### config.mk
export PLATFORM = sky130hd
export DESIGN_NAME = user_code_bank_loadable_flat
export DESIGN_NICKNAME = d
export VERILOG_FILES = /design/src/rtl/user_code_bank_loadable_if.sv /design/src/rtl/user_code_bank_loadable.sv /design/src/flat_wrapper.sv
export SDC_FILE = /design/constraint.sdc
export NUM_CORES = 1
export LEC_CHECK = 0
export BUFFER_PORTS_ARGS = -buffer_cell sky130_fd_sc_hd__buf_2
export CORE_UTILIZATION = 40
export DETAILED_ROUTE_END_ITERATION = 10
export GPL_TIMING_DRIVEN = 0
export PLACE_DENSITY = 0.65
export SLEW_MARGIN = 5
export SYNTH_ARGS = -nofsm -noshare
export SYNTH_HDL_FRONTEND = slang
export SYNTH_SLANG_ARGS = --single-unit
### constraint.sdc
create_clock -name clk -period 5.8 [get_ports clk]
set_clock_uncertainty 0.15 [all_clocks]
set_input_delay 1.16 -clock clk [delete_from_list [all_inputs] [get_ports clk]]
set_output_delay 1.16 -clock clk [all_outputs]
set_load 0.005 [all_outputs]
### src/rtl/user_code_bank_loadable_if.sv
// Fetch and byte-serial programming port of the loadable i281 user-code bank.
// The master side is the CPU/programmer; the slave side is the bank itself.
interface user_code_bank_loadable_if #(
    parameter int ADDR_W = 4,
    parameter int WIDTH  = 16
);
    logic [ADDR_W-1:0] fetch_addr;
    logic [WIDTH-1:0]  fetch_data;
    logic              prog_start;
    logic [7:0]        prog_byte;
    logic              prog_valid;
    logic              prog_ready;
    logic              prog_last;
    logic              busy;
    logic              prog_done;
    logic [ADDR_W:0]   word_count;

    modport master (
        output fetch_addr, prog_start, prog_byte, prog_valid, prog_last,
        input  fetch_data, prog_ready, busy, prog_done, word_count
    );

    modport slave (
        input  fetch_addr, prog_start, prog_byte, prog_valid, prog_last,
        output fetch_data, prog_ready, busy, prog_done, word_count
    );
endinterface

### src/rtl/user_code_bank_loadable.sv
// Run-time loadable DEPTH x WIDTH instruction bank for the i281 CPU.
// Words arrive MSB-first as bytes; fetch reads are combinational and blanked while busy.
module user_code_bank_loadable #(
    parameter int DEPTH  = 16,
    parameter int WIDTH  = 16,
    parameter int ADDR_W = 4
) (
    input logic clk,
    input logic rst,
    user_code_bank_loadable_if.slave bus
);
    localparam int NBYTES = WIDTH / 8;
    localparam int BI_W   = (NBYTES > 1) ? $clog2(NBYTES) : 1;
    localparam logic [BI_W-1:0]   LAST_BI   = BI_W'(NBYTES - 1);
    localparam logic [ADDR_W-1:0] LAST_ADDR = ADDR_W'(DEPTH - 1);
    localparam logic [ADDR_W:0]   FETCH_LIM = (ADDR_W + 1)'(DEPTH);

    typedef enum logic [1:0] {IDLE, LOAD, DONE} state_t;

    state_t            state_q, state_d;
    logic [ADDR_W-1:0] addr_q, addr_d;
    logic [BI_W-1:0]   byte_idx_q, byte_idx_d;
    logic [WIDTH-1:0]  asm_q, asm_d;
    logic [ADDR_W:0]   word_count_q, word_count_d;
    logic              busy_q, busy_d;
    logic              ready_q, ready_d;
    logic              done_q, done_d;
    logic              we;
    logic              xfer;
    logic [WIDTH-1:0]  wdata;
    logic [WIDTH-1:0]  mem_q [DEPTH];

    assign xfer  = bus.prog_valid & ready_q;
    // Shifting the whole word keeps WIDTH == 8 legal: older bytes simply fall off the top.
    assign wdata = (asm_q << 8) | WIDTH'(bus.prog_byte);

    always_comb begin
        state_d      = state_q;
        addr_d       = addr_q;
        byte_idx_d   = byte_idx_q;
        asm_d        = asm_q;
        word_count_d = word_count_q;
        we           = 1'b0;
        unique case (state_q)
            IDLE: begin
                if (bus.prog_start) begin
                    state_d      = LOAD;
                    addr_d       = '0;
                    byte_idx_d   = '0;
                    asm_d        = '0;
                    word_count_d = '0;
                end
            end
            LOAD: begin
                if (xfer) begin
                    if (byte_idx_q != LAST_BI) begin
                        asm_d      = wdata;
                        byte_idx_d = byte_idx_q + 1'b1;
                    end else begin
                        we           = 1'b1;
                        byte_idx_d   = '0;
                        word_count_d = {1'b0, addr_q} + 1'b1;
                        if (bus.prog_last || addr_q == LAST_ADDR) state_d = DONE;
                        else addr_d = addr_q + 1'b1;
                    end
                end
            end
            DONE:    state_d = IDLE;
            default: state_d = IDLE;
        endcase
        busy_d  = (state_d != IDLE);
        ready_d = (state_d == LOAD);
        done_d  = (state_d == DONE);
    end

    always_ff @(posedge clk) begin
        if (rst) begin
            state_q      <= IDLE;
            addr_q       <= '0;
            byte_idx_q   <= '0;
            asm_q        <= '0;
            word_count_q <= '0;
            busy_q       <= 1'b0;
            ready_q      <= 1'b0;
            done_q       <= 1'b0;
            for (int i = 0; i < DEPTH; i++) mem_q[i] <= '0;
        end else begin
            state_q      <= state_d;
            addr_q       <= addr_d;
            byte_idx_q   <= byte_idx_d;
            asm_q        <= asm_d;
            word_count_q <= word_count_d;
            busy_q       <= busy_d;
            ready_q      <= ready_d;
            done_q       <= done_d;
            if (we) mem_q[addr_q] <= wdata;
        end
    end

    // Addresses beyond DEPTH and any fetch during a load read as NOOP.
    always_comb begin
        bus.fetch_data = '0;
        if (!busy_q && ({1'b0, bus.fetch_addr} < FETCH_LIM)) bus.fetch_data = mem_q[bus.fetch_addr];
    end

    assign bus.busy       = busy_q;
    assign bus.prog_ready = ready_q;
    assign bus.prog_done  = done_q;
    assign bus.word_count = word_count_q;
endmodule

### src/flat_wrapper.sv
// flat-port wrapper written by rule: the top's interface ports become plain ports
module user_code_bank_loadable_flat 
#(
    parameter int DEPTH  = 16,
    parameter int WIDTH  = 16,
    parameter int ADDR_W = 4
)
  (clk, rst, bus_fetch_addr, bus_prog_start, bus_prog_byte, bus_prog_valid, bus_prog_last, bus_fetch_data, bus_prog_ready, bus_busy, bus_prog_done, bus_word_count);
  user_code_bank_loadable_if #(.ADDR_W(ADDR_W), .WIDTH(WIDTH)) bus_i ();
  input logic clk;
  input logic rst;
  input wire logic [$bits(bus_i.fetch_addr)-1:0] bus_fetch_addr;
  input wire logic [$bits(bus_i.prog_start)-1:0] bus_prog_start;
  input wire logic [$bits(bus_i.prog_byte)-1:0] bus_prog_byte;
  input wire logic [$bits(bus_i.prog_valid)-1:0] bus_prog_valid;
  input wire logic [$bits(bus_i.prog_last)-1:0] bus_prog_last;
  output wire logic [$bits(bus_i.fetch_data)-1:0] bus_fetch_data;
  output wire logic [$bits(bus_i.prog_ready)-1:0] bus_prog_ready;
  output wire logic [$bits(bus_i.busy)-1:0] bus_busy;
  output wire logic [$bits(bus_i.prog_done)-1:0] bus_prog_done;
  output wire logic [$bits(bus_i.word_count)-1:0] bus_word_count;
  assign bus_i.fetch_addr = bus_fetch_addr;
  assign bus_i.prog_start = bus_prog_start;
  assign bus_i.prog_byte = bus_prog_byte;
  assign bus_i.prog_valid = bus_prog_valid;
  assign bus_i.prog_last = bus_prog_last;
  assign bus_fetch_data = bus_i.fetch_data;
  assign bus_prog_ready = bus_i.prog_ready;
  assign bus_busy = bus_i.busy;
  assign bus_prog_done = bus_i.prog_done;
  assign bus_word_count = bus_i.word_count;
  user_code_bank_loadable #(.DEPTH(DEPTH), .WIDTH(WIDTH), .ADDR_W(ADDR_W)) u_core (.clk(clk), .rst(rst), .bus(bus_i));
endmodule
# == After elaboration in Yosys (flattened, before gate mapping) ==
# Memories as Yosys holds them, arrays and structs flattened.
# Cells that the tools add are included.
# word_totals
reg_bits,23
ram_bits,256
inputBits,17
word_cells,66
n_memories,1
# classes
add_sub_neg,3
eq_ne,9
n_mux,34
bitwise_logic,2
reduce_logical,9
# mem_list
memory,depth,word_bits,rd,rd_ports_with_merged_regs,write_ports,line_no,text
u_core.mem_q,16,16,1,0,16,user_code_bank_loadable.sv:31,logic [WIDTH-1:0] mem_q [DEPTH];
# ops
operator,count
16-bit two-way mux,2
8-bit two-way mux,3
4-bit two-way mux,5
16-bit by 8-bit bitwise OR with 16-bit output,1
8-bit one-hot mux with 2 select lines,1
16-bit OR reduction,1
5-bit two-way mux,3
1-bit two-way mux,12
5-bit one-hot mux with 2 select lines,1
2-bit two-way mux,4
4-bit one-hot mux with 2 select lines,1
4-bit AND reduction,2
2-bit != test (second input constant),3
4-bit by 1-bit adder with 5-bit output (second input constant),1
5-bit AND reduction,1
4-bit by 1-bit adder with 4-bit output (second input constant),1
2-bit by 1-bit equality test with 1-bit output (second input constant),2
4-bit equality test (second input constant),1
2-bit by 1-bit != test with 1-bit output (second input constant),2
2-bit one-hot mux with 2 select lines,1
2-bit nonzero test,2
3-bit AND reduction,1
2-bit equality test (second input constant),1
2-bit zero test,1
4 further kinds,4

# == Depth between registers and ports, before layout ==
# logic_depth
ltp_word,8
depth_mapped,7

# == Worst setup path after synthesis ==
# No wires, ideal clock.
# synth_path
path_kind,input -> output
start,input port bus_fetch_addr[0]
end,output port bus_fetch_data[2]
arrival_time_ps,2190
setup_slack_ps,2300
stages,5
n_path_buf,2
cell_sequence,buf_4 > buf_6 > mux4_2 > o21ai_0 > nand2_1
# synth_between
elab_chain_cells,2
# synth_rtl
element,line_no,text
"start, declared",flat_wrapper.sv:12,input wire logic [$bits(bus_i.fetch_addr)-1:0] bus_fetch_addr;
memory read 16 x 16 bit,n/a,
16-bit two-way mux,user_code_bank_loadable.sv:103,"if (!busy_q && ({1'b0, bus.fetch_addr} < FETCH_LIM)) bus.fetch_data = mem_q[bus.fetch_addr];"
"end, declared",flat_wrapper.sv:17,output wire logic [$bits(bus_i.fetch_data)-1:0] bus_fetch_data;
# Every way passes these cells.

# == Worst setup path after layout ==
# layout_path
start,input port bus_fetch_addr[2]
end,output port bus_fetch_data[5]
# Same word-level chain as after synthesis.

==> flow_metrics.tcl <==
set metrics [dict create \
    clock_latency_ns 0.55 \
    h-tree-depth 1 \
    cts_buffers 30 \
    pre_cts_ws_ns 1.17 \
    pwr-share-seq 0.519 \
    max_stage_delay_ns 0.64 \
    drt_iter0_drc 667 \
    synth_area_per_cell_um2 13.9 \
    ys_warn_count 0 \
    async_flop_share 0 \
    io_pins 41 \
    syn_nets 952 \
    worstPathArrival_ns 3.37 \
    required_ns 4.49 \
    maxCapViolCount 0 \
    cts_tree "done" \
    slew_headroom 0.401 \
    startpoint_type "input pin" \
    clkPwrFrac 0.417 \
    dpl_cell_area_um2 13700 \
    gp_congestion 0.802 \
    worst_path_max_delay_cell "buf_1" \
    row_count 65 \
    hp-class "register to register" \
    final_common_cell "and2_1" \
    layout.nets 1022 \
    synth_edf_count 256 \
    max_freq_ghz 0.214 \
    ys_types 43 \
    core-area_um2 31700 \
    clk_path_buf_depth 3 \
    hold_viol_final 0 \
    place_hpwl_um 21700 \
    powerDensity_nw_per_um2 300 \
    grt_util_all_layers 0.191 \
    syn2layout_area_growth_pct 12.6 \
    p_int_uw 3390 \
    grt_pass1_wl_um 47300 \
    initial_core_util 0.409 \
    first_pass_iters 5 \
    seq_area_frac_synth 0.628 \
    worstSetupPathType "input pin to output port" \
    ant_nets 0 \
    via_per_inst 5.34 \
    syn_area_um2 13000 \
    endpoint_kind "output port" \
    rsz0062_at_grt "no" \
    cts_root_buf "clkbuf_16" \
    worstPathCellList "buf_2 -> nor2b_1 -> clkbuf_1 -> buf_1 -> a22oi_1 -> nand3_1 -> o21ai_0 -> buf_2" \
    die_area_um2 33100 \
    path_clk_slew_ns 0.06 \
    drive_above_1_share 0.162 \
    vdd_drop_max_mv 0.236 \
    drc 0 \
    outcome "complete, no violations" \
    synthCells 931 \
    worst_pin_slew_ns 0.898 \
    stdcell_area_um2 14600 \
    antenna_found_initial 0 \
    synth_seq_cells 279 \
    cp.buffers_inverters 4 \
    power_leakage_uw 0.00560 \
    die_w_um 182 \
    crit_family "buffers and inverters" \
    synth-main-ff-cell "edfxtp_1" \
    drv_slew 0 \
    cts_hold_buffers 0 \
    period_needed_ns 4.68 \
    post-route-util 0.460 \
    vias 7632 \
    post_cts_resize_count 0 \
    grt_pass1_vias 7890 \
    fill_cells 2793 \
    fin_crit_sh 0.807 \
    power_uw 4380 \
    finalWorstSetupSlack_ns 1.12 \
    cp_common_cell "buf_2" \
    dieHeight_um 182 \
    finalSetupTns_ns 0 \
    post_drt_wl_per_cell_um 21.8 \
    mostFrequentLayoutCells "and2_1 (257), edfxtp_1 (256), mux2i_1 (111)" \
    drt-total-wl_um 31100 \
    power_switching_uw 990 \
    cp_max_fo 10 \
    port_buffers 38 \
    grt-ovfl-total 0 \
    cts.sinks 279 \
    setup_viol 0 \
    grt_max_degree 17 \
    swShare 0.226 \
    p_comb_frac 0.064 \
    postCtsSetupBuffers 0 \
]
power groups by stage:
stage | clock (uW) | sequential, uW | combinational (uW)
2_1_floorplan | 0 | 2310 | 173
4_1_cts | 1840 | 2270 | 285
5_1_grt | 1910 | 2280 | 303
3_3_place_gp | 0 | 2310 | 280
6_report | 1820 | 2270 | 281
3_5_place_dp | 0 | 2310 | 284
registers in the layout, indices dropped and copies added (netlist names):
| name | cells |
|---|---|
| u_core.mem_q | 256 |
| u_core.bus.word_count | 5 |
| u_core.bus.prog_done | 1 |
| u_core.asm_q | 8 |
| u_core.byte_idx_q | 1 |
| u_core.bus.prog_ready | 1 |
| u_core.addr_q | 4 |
| u_core.bus.busy | 1 |
| u_core.state_q | 2 |
stage by stage:
step / hold WS (ns) / std cells
floorplan: 0.301 / 931
global placement: 0.283 / 1371
detailed placement: 0.291 / 1371
CTS: 0.308 / 1427
global route: 0.335 / 1427
finish: 0.308 / 1428
worst paths after layout:
kind	from	slack, ns	endpoint	cells after the start
setup / recovery	bus_fetch_addr[2]	1.12	bus_fetch_data[5]	8
hold / removal	u_core.bus.word_count[4]	0.31	u_core.bus.word_count[4]	1
setup reg to reg	u_core.state_q[0]	3.45	u_core.mem_q[3][4]	6
hold reg to reg	u_core.bus.word_count[4]	0.31	u_core.bus.word_count[4]	1
layer usage:
layer / vias up / global-route usage / part of all wire
li1: 3527 / - / -
met1: 3865 / 0.254 / 0.44
met2: 187 / 0.322 / 0.48
met3: 53 / 0.0319 / 0.051
met4: 0 / 0.0555 / 0.028
met5: - / 0 / 0
synth_stat cells, drive strengths merged, types with 2 or more instances:
cell | n | area (um2)
a21boi | 2 | 15.0
or2 | 16 | 100
and2 | 257 | 1610
a21oi | 2 | 10.0
ha | 4 | 50.1
a22o | 11 | 96.3
clkbuf | 38 | 154
mux4 | 10 | 225
edfxtp | 256 | 7690
inv | 2 | 7.51
o21a | 2 | 15.0
a21o | 2 | 15.0
o31ai | 2 | 15.0
a221oi | 7 | 67.6
nor2b | 2 | 12.5
mux2i | 111 | 1110
nor3 | 6 | 75.1
nor2 | 22 | 180
nand2 | 18 | 67.6
a22oi | 49 | 368
dfxtp | 23 | 460
buf | 31 | 244
nand2b | 9 | 56.3
o21ai | 16 | 80.1
nand3 | 24 | 170
area by class of cell:
| cell class | instances | area [um2] | share of cell area |
|---|---|---|---|
| multi-input cells | 581 | 4410 | 0.302 |
| inverters | 2 | 7.51 | 0.000514 |
| clock buffers | 37 | 777 | 0.0532 |
| clock inverters | 19 | 161 | 0.0111 |
| flip-flops and latches | 279 | 8150 | 0.558 |
| plain buffers | 69 | 398 | 0.0272 |
| diodes | 1 | 2.50 | 0.000171 |
| well taps | 402 | 503 | 0.0344 |
| repair buffers | 38 | 190 | 0.0130 |
cells by family after synthesis:
| kind of cell | share of synthesized area |
|---|---|
| AOI/OAI and AO/OA | 0.0544 |
| and+or+nand+nor | 0.178 |
| buffers and inverters | 0.0313 |
| xor gates and xnor gates | 0.000676 |
| adders and majority gates | 0.00386 |
| muxes | 0.103 |
| DFF | 0.628 |
Note: power is estimated with default switching activity, not from simulation.
